$ cat config.mk
export PLATFORM = sky130hd
export DESIGN_NAME = log_capture_ctrl_flat
export DESIGN_NICKNAME = d
export VERILOG_FILES = /design/src/rtl/log_capture_if.sv /design/src/rtl/log_capture_ctrl.sv /design/src/flat_wrapper.sv
export SDC_FILE = /design/constraint.sdc
export NUM_CORES = 1
export LEC_CHECK = 0
export CORE_UTILIZATION = 46
export CTS_CLUSTER_DIAMETER = 80
export DETAILED_ROUTE_END_ITERATION = 6
export MAX_ROUTING_LAYER = met4
export PLACE_DENSITY = 0.85
export SYNTH_ARGS = -nofsm -noshare
export SYNTH_HDL_FRONTEND = slang
export SYNTH_SLANG_ARGS = --single-unit
$ cat constraint.sdc
create_clock -name clk -period 5.7 [get_ports clk]
set_clock_uncertainty 0.1 [all_clocks]
set_input_delay 0.57 -clock clk [delete_from_list [all_inputs] [get_ports clk]]
set_output_delay 0.57 -clock clk [all_outputs]
set_load 0.03 [all_outputs]
$ cat src/rtl/log_capture_if.sv
// Register-file, datapath and RAM-port signals of log_capture_ctrl.
// i_trig exists only when LOG_TRIG_EN is defined.
interface log_capture_if #(
  parameter int NB_DATA  = 32,
  parameter int NB_ADDR  = 15,
  parameter int NB_DECIM = 8
);
  logic                i_run;
  logic                i_read;
  logic [NB_ADDR-1:0]  i_read_addr;
  logic [NB_DATA-1:0]  i_sample;
  logic                i_sample_vld;
  logic [NB_DECIM-1:0] i_decim;
`ifdef LOG_TRIG_EN
  logic                i_trig;
`endif
  logic                o_mem_we;
  logic [NB_ADDR-1:0]  o_mem_addr;
  logic [NB_DATA-1:0]  o_mem_wdata;
  logic [NB_DATA-1:0]  i_mem_rdata;
  logic [NB_DATA-1:0]  o_log_data;
  logic                o_log_vld;
  logic                o_mem_full;
  logic                o_busy;

  modport slave (
`ifdef LOG_TRIG_EN
    input  i_trig,
`endif
    input  i_run, i_read, i_read_addr, i_sample, i_sample_vld, i_decim, i_mem_rdata,
    output o_mem_we, o_mem_addr, o_mem_wdata, o_log_data, o_log_vld, o_mem_full, o_busy
  );

  modport master (
`ifdef LOG_TRIG_EN
    output i_trig,
`endif
    output i_run, i_read, i_read_addr, i_sample, i_sample_vld, i_decim, i_mem_rdata,
    input  o_mem_we, o_mem_addr, o_mem_wdata, o_log_data, o_log_vld, o_mem_full, o_busy
  );
endinterface

$ cat src/rtl/log_capture_ctrl.sv
// Sample-log capture/readback sequencer owning a single-port sync RAM; write 1 cycle, read 2 cycles.
// No backpressure: samples and reads are pulses; LOG_TRIG_EN adds a trigger-armed start.
module log_capture_ctrl #(
  parameter int NB_DATA  = 32,
  parameter int NB_ADDR  = 15,
  parameter int NB_DECIM = 8
) (
  input  logic         clk,
  input  logic         i_rst,
  log_capture_if.slave bus
);

`ifdef LOG_TRIG_EN
  typedef enum logic [1:0] {S_IDLE, S_CAPTURE, S_FULL, S_ARMED} state_t;
  localparam state_t S_START = S_ARMED;
`else
  typedef enum logic [1:0] {S_IDLE, S_CAPTURE, S_FULL} state_t;
  localparam state_t S_START = S_CAPTURE;
`endif

  localparam logic [NB_ADDR:0]    PTR_ONE   = {{NB_ADDR{1'b0}}, 1'b1};
  localparam logic [NB_DECIM-1:0] DECIM_ONE = {{(NB_DECIM-1){1'b0}}, 1'b1};

  state_t              state_q;
  // Extra MSB marks "all DEPTH words written" without wrapping.
  logic [NB_ADDR:0]    wr_ptr_q;
  logic [NB_DECIM-1:0] decim_cnt_q;
  logic                mem_we_q;
  logic [NB_ADDR-1:0]  mem_addr_q;
  logic [NB_DATA-1:0]  mem_wdata_q;
  logic                rd_pend_q;
  logic                log_vld_q;
  logic [NB_DATA-1:0]  log_hold_q;
  logic                busy_q;
  logic                full_q;

  logic cnt_step;
  logic sample_take;
  logic rd_issue;

  always_comb begin
    cnt_step    = (state_q == S_CAPTURE) && !bus.i_run && !wr_ptr_q[NB_ADDR] && bus.i_sample_vld;
    sample_take = cnt_step && (decim_cnt_q == bus.i_decim);
`ifdef LOG_TRIG_EN
    if ((state_q == S_ARMED) && !bus.i_run && bus.i_trig && bus.i_sample_vld) begin
      sample_take = 1'b1;
    end
`endif
    rd_issue    = (state_q == S_FULL) && bus.i_read && !bus.i_run;
  end

  always_ff @(posedge clk) begin
    if (i_rst) begin
      state_q     <= S_IDLE;
      wr_ptr_q    <= '0;
      decim_cnt_q <= '0;
      mem_we_q    <= 1'b0;
      mem_addr_q  <= '0;
      mem_wdata_q <= '0;
      rd_pend_q   <= 1'b0;
      log_vld_q   <= 1'b0;
      log_hold_q  <= '0;
      busy_q      <= 1'b0;
      full_q      <= 1'b0;
    end else begin
      mem_we_q  <= 1'b0;
      rd_pend_q <= rd_issue;
      log_vld_q <= rd_pend_q;
      if (log_vld_q) begin
        log_hold_q <= bus.i_mem_rdata;
      end
      if (sample_take) begin
        mem_we_q    <= 1'b1;
        mem_addr_q  <= wr_ptr_q[NB_ADDR-1:0];
        mem_wdata_q <= bus.i_sample;
        wr_ptr_q    <= wr_ptr_q + PTR_ONE;
      end
      if (rd_issue) begin
        mem_addr_q <= bus.i_read_addr;
      end
      if (cnt_step) begin
        decim_cnt_q <= sample_take ? '0 : decim_cnt_q + DECIM_ONE;
      end

      // A run pulse restarts from any state; an in-flight write or read still drains.
      if (bus.i_run) begin
        state_q     <= S_START;
        wr_ptr_q    <= '0;
        decim_cnt_q <= '0;
        busy_q      <= 1'b1;
        full_q      <= 1'b0;
      end else begin
        case (state_q)
          S_CAPTURE: begin
            if (wr_ptr_q[NB_ADDR]) begin
              state_q <= S_FULL;
              busy_q  <= 1'b0;
              full_q  <= 1'b1;
            end
          end
`ifdef LOG_TRIG_EN
          S_ARMED: begin
            if (sample_take) begin
              state_q <= S_CAPTURE;
            end
          end
`endif
          default: ;
        endcase
      end
    end
  end

  // Sync RAM returns data in the strobe cycle; the hold register keeps it afterwards.
  assign bus.o_log_data  = log_vld_q ? bus.i_mem_rdata : log_hold_q;
  assign bus.o_log_vld   = log_vld_q;
  assign bus.o_mem_we    = mem_we_q;
  assign bus.o_mem_addr  = mem_addr_q;
  assign bus.o_mem_wdata = mem_wdata_q;
  assign bus.o_mem_full  = full_q;
  assign bus.o_busy      = busy_q;

endmodule

$ cat src/flat_wrapper.sv
// flat-port wrapper written by rule: the top's interface ports become plain ports
module log_capture_ctrl_flat 
#(
  parameter int NB_DATA  = 32,
  parameter int NB_ADDR  = 15,
  parameter int NB_DECIM = 8
)
  (clk, i_rst, bus_i_run, bus_i_read, bus_i_read_addr, bus_i_sample, bus_i_sample_vld, bus_i_decim, bus_i_mem_rdata, bus_o_mem_we, bus_o_mem_addr, bus_o_mem_wdata, bus_o_log_data, bus_o_log_vld, bus_o_mem_full, bus_o_busy);
  log_capture_if #(.NB_DATA(NB_DATA), .NB_ADDR(NB_ADDR), .NB_DECIM(NB_DECIM)) bus_i ();
  input  logic clk;
  input  logic i_rst;
  input wire logic [$bits(bus_i.i_run)-1:0] bus_i_run;
  input wire logic [$bits(bus_i.i_read)-1:0] bus_i_read;
  input wire logic [$bits(bus_i.i_read_addr)-1:0] bus_i_read_addr;
  input wire logic [$bits(bus_i.i_sample)-1:0] bus_i_sample;
  input wire logic [$bits(bus_i.i_sample_vld)-1:0] bus_i_sample_vld;
  input wire logic [$bits(bus_i.i_decim)-1:0] bus_i_decim;
  input wire logic [$bits(bus_i.i_mem_rdata)-1:0] bus_i_mem_rdata;
  output wire logic [$bits(bus_i.o_mem_we)-1:0] bus_o_mem_we;
  output wire logic [$bits(bus_i.o_mem_addr)-1:0] bus_o_mem_addr;
  output wire logic [$bits(bus_i.o_mem_wdata)-1:0] bus_o_mem_wdata;
  output wire logic [$bits(bus_i.o_log_data)-1:0] bus_o_log_data;
  output wire logic [$bits(bus_i.o_log_vld)-1:0] bus_o_log_vld;
  output wire logic [$bits(bus_i.o_mem_full)-1:0] bus_o_mem_full;
  output wire logic [$bits(bus_i.o_busy)-1:0] bus_o_busy;
  assign bus_i.i_run = bus_i_run;
  assign bus_i.i_read = bus_i_read;
  assign bus_i.i_read_addr = bus_i_read_addr;
  assign bus_i.i_sample = bus_i_sample;
  assign bus_i.i_sample_vld = bus_i_sample_vld;
  assign bus_i.i_decim = bus_i_decim;
  assign bus_i.i_mem_rdata = bus_i_mem_rdata;
  assign bus_o_mem_we = bus_i.o_mem_we;
  assign bus_o_mem_addr = bus_i.o_mem_addr;
  assign bus_o_mem_wdata = bus_i.o_mem_wdata;
  assign bus_o_log_data = bus_i.o_log_data;
  assign bus_o_log_vld = bus_i.o_log_vld;
  assign bus_o_mem_full = bus_i.o_mem_full;
  assign bus_o_busy = bus_i.o_busy;
  log_capture_ctrl #(.NB_DATA(NB_DATA), .NB_ADDR(NB_ADDR), .NB_DECIM(NB_DECIM)) u_core (.clk(clk), .i_rst(i_rst), .bus(bus_i));
endmodule
==> flow_summary.html, run 1 <==
<table>
<tr><th>Metric</th><th>Value</th></tr>
<tr><th colspan="2">Power</th></tr>
<tr><td>Switching power summed over all nets</td><td>~0.28 mW</td></tr>
<tr><td>Max VDD drop</td><td>0.130 mV</td></tr>
<tr><td>Switching Fraction</td><td>between 20% and 30%</td></tr>
<tr><td>Register share of total power</td><td>roughly 58%</td></tr>
<tr><td>Static Leakage</td><td>roughly 2.2 nW</td></tr>
<tr><td>Power density over the cells</td><td>a little over 200 nW/um^2</td></tr>
<tr><td>P_int</td><td>1.02 mW</td></tr>
<tr><td>Clk network pwr share</td><td>between 30% and 40%</td></tr>
<tr><td>Power share of the combinational group</td><td>6.6%</td></tr>
<tr><th colspan="2">Floorplan</th></tr>
<tr><td>Die Y</td><td>around 99 um</td></tr>
<tr><td>Width of the die</td><td>99.0 um</td></tr>
<tr><td>Die area</td><td>around 10000 sq um</td></tr>
<tr><td>Starting utilization of the core area</td><td>between 40% and 50%</td></tr>
<tr><td>Row cnt</td><td>35</td></tr>
<tr><td>Core region area</td><td>between 9000 and 10000 sq um</td></tr>
<tr><td>IO Pins</td><td>175</td></tr>
<tr><th colspan="2">Detailed routing</th></tr>
<tr><td>Antenna viol nets, final</td><td>0</td></tr>
<tr><td>Total number of vias</td><td>between 3000 and 4000</td></tr>
<tr><td>DRC violation total after the first TritonRoute iteration</td><td>183</td></tr>
<tr><td>Top metal layer carrying routed signals</td><td>met4</td></tr>
<tr><td>DRC violations left</td><td>0</td></tr>
<tr><td>Wire length on met2</td><td>roughly 5500 um</td></tr>
<tr><td>Total Routed Length</td><td>about 11000 um</td></tr>
<tr><td>Number of iterations in the first detailed-routing pass</td><td>4</td></tr>
<tr><td>Met3 WL</td><td>between 700 and 800 um</td></tr>
<tr><td>Routed length per instance</td><td>14.5 um</td></tr>
<tr><td>Per-cell via count in the routed design</td><td>between 5 and 6</td></tr>
<tr><td>Met1 layer wirelength in the final routing</td><td>4550 um</td></tr>
<tr><th colspan="2">Yosys</th></tr>
<tr><td>Mean instance size in the synthesized netlist</td><td>approximately 9 sq um</td></tr>
<tr><td>Warning count from the yosys run</td><td>0</td></tr>
<tr><td>Register bit total from synthesis</td><td>about 110</td></tr>
<tr><td>Sequential cell area fraction in the yosys report</td><td>50.0%</td></tr>
<tr><td>Synth area leader</td><td>sky130_fd_sc_hd__dfxtp_1</td></tr>
<tr><td>Share of Yosys cell area claimed by the top area cell type</td><td>50.0%</td></tr>
<tr><td>Area of the mapped netlist</td><td>4330 sq um</td></tr>
<tr><td>Number of different library cells in the post-synthesis netlist</td><td>37</td></tr>
<tr><td>Mapped Cells</td><td>around 490</td></tr>
<tr><td>Post-Syn Nets</td><td>just under 600</td></tr>
<tr><td>Most area-consuming cells after synthesis</td><td>sky130_fd_sc_hd__dfxtp_1, sky130_fd_sc_hd__nand2_1, sky130_fd_sc_hd__mux2_2</td></tr>
<tr><th colspan="2">Critical path</th></tr>
<tr><td>Kind of start point of the critical path</td><td>input port</td></tr>
<tr><td>Worst endpoint required time</td><td>about 5900 ps</td></tr>
<tr><td>Worst setup path end</td><td>u_core.wr_ptr_q[5]</td></tr>
<tr><td>Reg-to-reg endpoint</td><td>u_core.wr_ptr_q[5]</td></tr>
<tr><td>R2r setup slk</td><td>2820 ps</td></tr>
<tr><td>Biggest fanout along the worst timing path</td><td>between 60 and 70</td></tr>
<tr><td>Worst setup path startpoint</td><td>bus_i_sample_vld</td></tr>
<tr><td>Longest individual stage delay on the worst path</td><td>990 ps</td></tr>
<tr><td>Cell count of the worst reg-to-reg path</td><td>5</td></tr>
<tr><td>Critical path depth</td><td>6</td></tr>
<tr><td>Max stage delay cell, worst path</td><td>sky130_fd_sc_hd__or3_2</td></tr>
<tr><td>Start of the worst register-to-register path</td><td>u_core.decim_cnt_q[3]</td></tr>
<tr><td>Arrival time reported for the critical path endpoint</td><td>approximately 3300 ps</td></tr>
<tr><td>Count of buffer and inverter cells on the critical path</td><td>1</td></tr>
<tr><td>List of cells traversed by the critical path</td><td>clkdlybuf4s50_1, nor2b_1, nand3_1, or3_2, or4_1, a21oi_1</td></tr>
<tr><td>Kind of cell with the highest combined delay on the critical path</td><td>simple AND/OR/NAND/NOR gates</td></tr>
<tr><td>Critical Setup Path Class</td><td>input port to flip-flop</td></tr>
<tr><td>Critical Path Sink Type</td><td>flip-flop</td></tr>
<tr><th colspan="2">Timing</th></tr>
<tr><td>Transition at the pin with the smallest max-transition slack</td><td>around 1100 ps</td></tr>
<tr><td>Maximum clock rate</td><td>about 0.32 GHz</td></tr>
<tr><td>Max-slew violation count</td><td>0</td></tr>
<tr><td>Setup TNS Final</td><td>0 ps</td></tr>
<tr><td>Final critical path time including I/O delays and setup</td><td>between 3000 and 4000 ps</td></tr>
<tr><td>Setup repair after global routing missed its margin</td><td>false</td></tr>
<tr><td>Setup-violating endpoint count in the final report</td><td>0</td></tr>
<tr><td>Slew margin rel.</td><td>between 20% and 30%</td></tr>
<tr><td>Final clock period utilization by the worst path</td><td>55.3%</td></tr>
<tr><td>Number of hold violations in the final report</td><td>0</td></tr>
<tr><th colspan="2">GRT</th></tr>
<tr><td>All-Layer GR Usage</td><td>23.6%</td></tr>
<tr><td>Residual overflow from global routing</td><td>0</td></tr>
<tr><td>Antenna violations before repair</td><td>0</td></tr>
<tr><td>Number of global-route vias before repair</td><td>between 3000 and 4000</td></tr>
<tr><td>Pin count of the biggest net entering global routing</td><td>85</td></tr>
<tr><td>First-pass GRT wire length</td><td>around 18000 um</td></tr>
<tr><th colspan="2">Cells and area</th></tr>
<tr><td>Fraction of layout instances using a drive strength above 1</td><td>~9%</td></tr>
<tr><td>Most frequent cells in the layout</td><td>sky130_fd_sc_hd__clkdlybuf4s50_1, sky130_fd_sc_hd__dfxtp_1, sky130_fd_sc_hd__nand2_1, sky130_fd_sc_hd__a21oi_1, sky130_fd_sc_hd__nor2b_1</td></tr>
<tr><td>Net count, final</td><td>approximately 740</td></tr>
<tr><td>Utilization after layout</td><td>between 60 and 70%</td></tr>
<tr><td>Signed area change from the synthesized netlist to the final layout</td><td>45.6%</td></tr>
<tr><td>Commonest non-fill, non-tap cell in the layout</td><td>sky130_fd_sc_hd__clkdlybuf4s50_1</td></tr>
<tr><td>Antenna Diode Count</td><td>0</td></tr>
<tr><th colspan="2">Placed design</th></tr>
<tr><td>Placed wire-length estimate after detailed placement</td><td>approximately 7900 um</td></tr>
<tr><td>Port-buffer cells</td><td>between 150 and 200</td></tr>
<tr><td>Gpl congestion</td><td>slightly below 0.8</td></tr>
<tr><th colspan="2">Hold path</th></tr>
<tr><td>Worst min-delay path category</td><td>flip-flop to flip-flop</td></tr>
<tr><th colspan="2">Outcome</th></tr>
<tr><td>Result of the run</td><td>complete, no violations</td></tr>
<tr><th colspan="2">CTS</th></tr>
<tr><td>TritonCTS Buffers</td><td>9</td></tr>
<tr><td>Sink count of the clock tree</td><td>between 100 and 150</td></tr>
<tr><td>Post-CTS clock slew at the launch and capture registers of the worst setup and hold paths</td><td>90 ps</td></tr>
<tr><td>Hold buffers post-CTS</td><td>0</td></tr>
<tr><td>CTS tree</td><td>done</td></tr>
<tr><td>Max Root-Sink Buffers</td><td>2</td></tr>
<tr><td>Clock insertion delay at the later pin of the skew report</td><td>360 ps</td></tr>
<tr><td>Post-CTS setup repair buffer count</td><td>0</td></tr>
<tr><td>H-tree levels</td><td>3</td></tr>
<tr><td>CTS Root Cell</td><td>sky130_fd_sc_hd__clkbuf_8</td></tr>
<tr><td>Post-CTS sizing</td><td>0</td></tr>
<tr><th colspan="2">Run</th></tr>
<tr><td>Count of maximum capacitance violations</td><td>0</td></tr>
</table>
cell families (layout without fill, tap and decap cells):
logic type	after synthesis	count (layout)	synth area share, %
adders and majority gates	2	2	0.578
muxes	32	32	8.33
buffers and inverters	37	198	3.36
xor gates and xnor gates	16	16	3.41
and+or+nand+nor	215	215	23.7
AOI/OAI and AO/OA	75	75	10.7
DFF	108	108	50.0
power by group through the flow:
| stage | sequential (mW) | combinational, mW | clock (mW) |
|---|---|---|---|
| after global routing | 0.756 | 0.0919 | 0.500 |
| after global placement | 0.773 | 0.0845 | 0 |
| after CTS | 0.756 | 0.0865 | 0.469 |
| final | 0.756 | 0.0860 | 0.458 |
| after detailed placement | 0.773 | 0.0860 | 0 |
| after floorplan | 0.774 | 0.0174 | 0 |
final cells by class:
cell class,instances,area [sq um]
Clock buffer,11,131
Clock inverter,5,62.6
Sequential cell,108,2160
Fill cell,739,2860
Multi-Input combinational cell,340,2020
Inverter,5,18.8
Timing Repair Buffer,177,1760
Tap cell,111,139
stage by stage:
stage / std cells / power (mW) / worst slack, ps / area (sq um) / hold slack [ps]
after floorplan: 485 / 0.791 / 3410 / 4330 / 314
after global placement: 741 / 0.858 / 2280 / 6100 / 317
after detailed placement: 741 / 0.859 / 2200 / 6100 / 327
after CTS: 757 / 1.31 / 2570 / 6300 / 350
after global routing: 757 / 1.35 / 2350 / 6300 / 365
final: 757 / 1.30 / 2550 / 6300 / 344
flip-flops by register name (all words and copies together) (netlist names):
register,flops
u_core.wr_ptr_q,16
u_core.bus.o_mem_full,1
u_core.rd_pend_q,1
u_core.bus.o_mem_addr,15
u_core.bus.o_log_vld,1
u_core.decim_cnt_q,8
u_core.bus.o_busy,1
u_core.bus.o_mem_we,1
u_core.bus.o_mem_wdata,32
u_core.log_hold_q,32
Yosys cell counts:
cell	instances
sky130_fd_sc_hd__a311oi_1	15
sky130_fd_sc_hd__a31o_2	2
sky130_fd_sc_hd__nand3_1	10
sky130_fd_sc_hd__buf_2	5
sky130_fd_sc_hd__and4_1	2
sky130_fd_sc_hd__nor4_4	1
sky130_fd_sc_hd__buf_1	4
sky130_fd_sc_hd__nand3b_1	2
sky130_fd_sc_hd__and2_0	1
sky130_fd_sc_hd__ha_1	2
sky130_fd_sc_hd__inv_1	5
sky130_fd_sc_hd__xor2_1	5
sky130_fd_sc_hd__nand4_2	1
sky130_fd_sc_hd__nor2_1	33
sky130_fd_sc_hd__nor3_1	1
sky130_fd_sc_hd__xnor2_1	10
sky130_fd_sc_hd__o41ai_1	1
sky130_fd_sc_hd__a21o_1	1
sky130_fd_sc_hd__xnor2_2	1
sky130_fd_sc_hd__o31ai_1	5
sky130_fd_sc_hd__nand4_1	5
sky130_fd_sc_hd__and3_1	5
sky130_fd_sc_hd__or4_1	5
sky130_fd_sc_hd__a41oi_1	1
sky130_fd_sc_hd__dfxtp_1	108
sky130_fd_sc_hd__o21ai_0	2
sky130_fd_sc_hd__or4b_1	1
sky130_fd_sc_hd__nor3b_1	1
sky130_fd_sc_hd__or2_2	1
sky130_fd_sc_hd__nand2b_1	2
sky130_fd_sc_hd__nor2b_1	34
sky130_fd_sc_hd__clkbuf_1	23
sky130_fd_sc_hd__a21oi_1	48
sky130_fd_sc_hd__or3_1	2
sky130_fd_sc_hd__mux2_2	32
sky130_fd_sc_hd__nor4_1	2
sky130_fd_sc_hd__nand2_1	106
metal layers:
layer / up-vias / GRT usage (%)
met4: 0 / 8.27
li1: 1958 / -
met1: 1820 / 26.9
met5: - / -
met2: 144 / 40.3
met3: 23 / 5.67
worst reg2reg max path, stage by stage (launching register included):
cell                      delay (ps)
sky130_fd_sc_hd__dfxtp_1         450
sky130_fd_sc_hd__xnor2_1         150
sky130_fd_sc_hd__nand4_1         310
sky130_fd_sc_hd__or3_2           970
sky130_fd_sc_hd__or4_1           680
sky130_fd_sc_hd__a21oi_1         150
how the worst min path moves through the flow:
stage | from | to | slack [ps] | depth (start not counted)
finish | u_core.rd_pend_q | u_core.bus.o_log_vld | 340 | 1
global route | u_core.rd_pend_q | u_core.bus.o_log_vld | 360 | 1
CTS | u_core.rd_pend_q | u_core.bus.o_log_vld | 350 | 1
detailed placement | u_core.rd_pend_q | u_core.bus.o_log_vld | 330 | 1
global placement | u_core.rd_pend_q | u_core.bus.o_log_vld | 320 | 1
floorplan | u_core.rd_pend_q | u_core.bus.o_log_vld | 310 | 1
(Power assumes the default switching activity.)
==> inputs of run 2 (changes only) <==
CORE_UTILIZATION = 39   (was 46)
PLACE_DENSITY = 0.76   (was 0.85)
clock period = 2.6 ns   (was 5.7 ns; I/O delays follow)
==> run 2 against run 1 <==
Net effect:
- via count increased by 1.4%
- worst hold slack about the same
- clock power increased to 2.6 times the previous value
- non-clock buffer count is 9 higher
- critical path depth decreased by 3
- first-iteration DRC count down 1.1%
- critical path type is now flip-flop to output pin
- highest routed layer unchanged
==> flow_summary.html, run 2 (same netlist as run 1, synthesis figures left out) <==
<table>
<tr><th>Metric</th><th>Value</th></tr>
<tr><th colspan="2">GRT</th></tr>
<tr><td>First-pass GRT wire length</td><td>~18000 um</td></tr>
<tr><td>Number of global-route vias before repair</td><td>just under 4000</td></tr>
<tr><td>Residual overflow from global routing</td><td>0</td></tr>
<tr><td>All-Layer GR Usage</td><td>roughly 20%</td></tr>
<tr><td>Pin count of the biggest net entering global routing</td><td>84</td></tr>
<tr><td>Antenna violations before repair</td><td>0</td></tr>
<tr><th colspan="2">Critical path</th></tr>
<tr><td>Longest individual stage delay on the worst path</td><td>roughly 610 ps</td></tr>
<tr><td>Kind of start point of the critical path</td><td>flip-flop</td></tr>
<tr><td>List of cells traversed by the critical path</td><td>buf_4, mux2_2, clkdlybuf4s50_1</td></tr>
<tr><td>Critical Setup Path Class</td><td>flip-flop to output pin</td></tr>
<tr><td>Biggest fanout along the worst timing path</td><td>33</td></tr>
<tr><td>Cell count of the worst reg-to-reg path</td><td>6</td></tr>
<tr><td>Worst endpoint required time</td><td>approximately 2200 ps</td></tr>
<tr><td>Max stage delay cell, worst path</td><td>sky130_fd_sc_hd__clkdlybuf4s50_1</td></tr>
<tr><td>Arrival time reported for the critical path endpoint</td><td>2060 ps</td></tr>
<tr><td>Critical Path Sink Type</td><td>output pin</td></tr>
<tr><th colspan="2">Timing</th></tr>
<tr><td>Slew margin rel.</td><td>40.1%</td></tr>
<tr><td>Setup repair after global routing missed its margin</td><td>false</td></tr>
<tr><td>Setup-violating endpoint count in the final report</td><td>0</td></tr>
<tr><td>Maximum clock rate</td><td>0.413 GHz</td></tr>
<tr><td>Post-route worst setup slack</td><td>~180 ps</td></tr>
<tr><td>Final critical path time including I/O delays and setup</td><td>around 2400 ps</td></tr>
<tr><td>Max-slew violation count</td><td>0</td></tr>
<tr><td>Final clock period utilization by the worst path</td><td>approximately 93%</td></tr>
<tr><td>Number of hold violations in the final report</td><td>0</td></tr>
<tr><td>Setup TNS Final</td><td>0 ps</td></tr>
<tr><td>Transition at the pin with the smallest max-transition slack</td><td>~900 ps</td></tr>
<tr><th colspan="2">Power</th></tr>
<tr><td>Clk network pwr share</td><td>between 30 and 40%</td></tr>
<tr><td>Register share of total power</td><td>54.5%</td></tr>
<tr><td>Static Leakage</td><td>roughly 2.2 nW</td></tr>
<tr><td>Switching Fraction</td><td>around 20%</td></tr>
<tr><td>Max VDD drop</td><td>0.408 mV</td></tr>
<tr><td>Power share of the combinational group</td><td>6.3%</td></tr>
<tr><td>P_int</td><td>between 2 and 2.5 mW</td></tr>
<tr><td>Switching power summed over all nets</td><td>a little over 0.6 mW</td></tr>
<tr><td>Power density over the cells</td><td>between 400 and 500 nW/um^2</td></tr>
<tr><th colspan="2">Floorplan</th></tr>
<tr><td>Starting utilization of the core area</td><td>around two fifths</td></tr>
<tr><td>Width of the die</td><td>roughly 110 um</td></tr>
<tr><td>IO Pins</td><td>~180</td></tr>
<tr><td>Die area</td><td>about 12000 sq um</td></tr>
<tr><td>Die Y</td><td>roughly 110 um</td></tr>
<tr><td>Row cnt</td><td>38</td></tr>
<tr><td>Core region area</td><td>~11000 sq um</td></tr>
<tr><th colspan="2">CTS</th></tr>
<tr><td>Clock insertion delay at the later pin of the skew report</td><td>about 360 ps</td></tr>
<tr><td>Post-CTS sizing</td><td>0</td></tr>
<tr><td>TritonCTS Buffers</td><td>9</td></tr>
<tr><td>Sink count of the clock tree</td><td>108</td></tr>
<tr><td>Post-CTS setup repair buffer count</td><td>0</td></tr>
<tr><td>Post-CTS clock slew at the launch and capture registers of the worst setup and hold paths</td><td>roughly 100 ps</td></tr>
<tr><td>CTS Root Cell</td><td>sky130_fd_sc_hd__clkbuf_8</td></tr>
<tr><td>H-tree levels</td><td>3</td></tr>
<tr><td>Hold buffers post-CTS</td><td>0</td></tr>
<tr><td>CTS tree</td><td>done</td></tr>
<tr><td>Max Root-Sink Buffers</td><td>2</td></tr>
<tr><th colspan="2">Cells and area</th></tr>
<tr><td>Fraction of layout instances using a drive strength above 1</td><td>10.5%</td></tr>
<tr><td>Antenna Diode Count</td><td>0</td></tr>
<tr><td>Net count, final</td><td>about 740</td></tr>
<tr><td>Most frequent cells in the layout</td><td>sky130_fd_sc_hd__clkdlybuf4s50_1, sky130_fd_sc_hd__dfxtp_1, sky130_fd_sc_hd__nand2_1, sky130_fd_sc_hd__a21oi_1, sky130_fd_sc_hd__nor2b_1</td></tr>
<tr><td>Filler cells</td><td>just under 1000</td></tr>
<tr><td>Utilization after layout</td><td>between 50% and 60%</td></tr>
<tr><td>Finished Cell Area</td><td>about 6500 sq um</td></tr>
<tr><td>Total area of multi-input combinational cells</td><td>a little over 2000 sq um</td></tr>
<tr><td>Signed area change from the synthesized netlist to the final layout</td><td>49.6%</td></tr>
<tr><td>Commonest non-fill, non-tap cell in the layout</td><td>sky130_fd_sc_hd__clkdlybuf4s50_1</td></tr>
<tr><td>Final cell count without fillers</td><td>795</td></tr>
<tr><td>Sequential cell area in the final layout</td><td>about 2200 sq um</td></tr>
<tr><th colspan="2">Placed design</th></tr>
<tr><td>Placed wire-length estimate after detailed placement</td><td>between 8000 and 9000 um</td></tr>
<tr><td>Placed standard-cell area</td><td>6230 sq um</td></tr>
<tr><td>Cell count after placement</td><td>779</td></tr>
<tr><td>Gpl congestion</td><td>around 0.8</td></tr>
<tr><td>Pre-CTS setup slack</td><td>55.0 ps</td></tr>
<tr><td>Port-buffer cells</td><td>174</td></tr>
<tr><th colspan="2">Run</th></tr>
<tr><td>Count of maximum capacitance violations</td><td>0</td></tr>
<tr><th colspan="2">Detailed routing</th></tr>
<tr><td>Antenna viol nets, final</td><td>0</td></tr>
<tr><td>DRC violations left</td><td>0</td></tr>
<tr><td>Total Routed Length</td><td>~11000 um</td></tr>
<tr><td>Total number of vias</td><td>4001</td></tr>
<tr><td>DRC violation total after the first TritonRoute iteration</td><td>approximately 180</td></tr>
<tr><td>Per-cell via count in the routed design</td><td>5.03</td></tr>
<tr><td>Routed length per instance</td><td>~14 um</td></tr>
<tr><td>Number of iterations in the first detailed-routing pass</td><td>4</td></tr>
<tr><th colspan="2">Hold path</th></tr>
<tr><td>Hold Path Depth</td><td>3</td></tr>
<tr><td>Worst min-delay path category</td><td>input port to flip-flop</td></tr>
<tr><th colspan="2">Outcome</th></tr>
<tr><td>Result of the run</td><td>complete, no violations</td></tr>
</table>
-- run 2: cell count changes in the layout (fill, tap and decap cells not counted) --
cell                        before  now
sky130_fd_sc_hd__clkinv_4        2    0
sky130_fd_sc_hd__clkinv_2        0    2
sky130_fd_sc_hd__buf_4           3   10
sky130_fd_sc_hd__clkbuf_1        2    0
sky130_fd_sc_hd__bufinv_16       1    3
sky130_fd_sc_hd__buf_12          0    2
-- run 2: worst paths after layout --
path	startpoint	end	slack, ps
setup reg to reg	u_core.decim_cnt_q[2]	u_core.wr_ptr_q[11]	360
setup / recovery	u_core.bus.o_log_vld	bus_o_log_data[20]	180
hold / removal	bus_i_sample[5]	u_core.bus.o_mem_wdata[5]	340
hold reg to reg	u_core.rd_pend_q	u_core.bus.o_log_vld	350
-- run 2: power by group through the flow --
stage	clock network [mW]	logic [mW]	registers, mW
2_1_floorplan	0	0.0380	1.70
3_3_place_gp	0	0.190	1.69
3_5_place_dp	0	0.193	1.70
4_1_cts	1.23	0.194	1.66
5_1_grt	1.30	0.205	1.66
6_report	1.19	0.193	1.66
-- run 2: layer usage --
metal,vias up,track usage (%),routed length [um],share of wire (%)
met4,0,7.24,212,1.8
li1,1965,-,-,-
met2,151,33.4,5470,48
met5,-,-,0,0
met3,17,5.93,927,8.1
met1,1868,24.0,4870,42
-- run 2: critical path, delay by kind of cell (launching register included) --
| family | cells | cell delay [ps] |
|---|---|---|
| multiplexers | 1 | 400 |
| buffers and inverters | 2 | 980 |
| flip-flops | 1 | 320 |
-- run 2: metrics by stage --
step | power [mW] | hold WS (ps)
after global placement | 1.88 | 316
after detailed placement | 1.89 | 329
after floorplan | 1.74 | 277
final | 3.04 | 343
after global routing | 3.16 | 323
after CTS | 3.09 | 316
-- run 2: cell type report --
| cell class | instances | share of cell area, % |
|---|---|---|
| inverters | 5 | 0.290 |
| multi-input cells | 340 | 31.3 |
| clock inverters | 7 | 1.78 |
| well taps | 140 | 2.71 |
| repair buffers | 186 | 28.6 |
| clock buffers | 9 | 1.91 |
| flip-flops and latches | 108 | 33.4 |
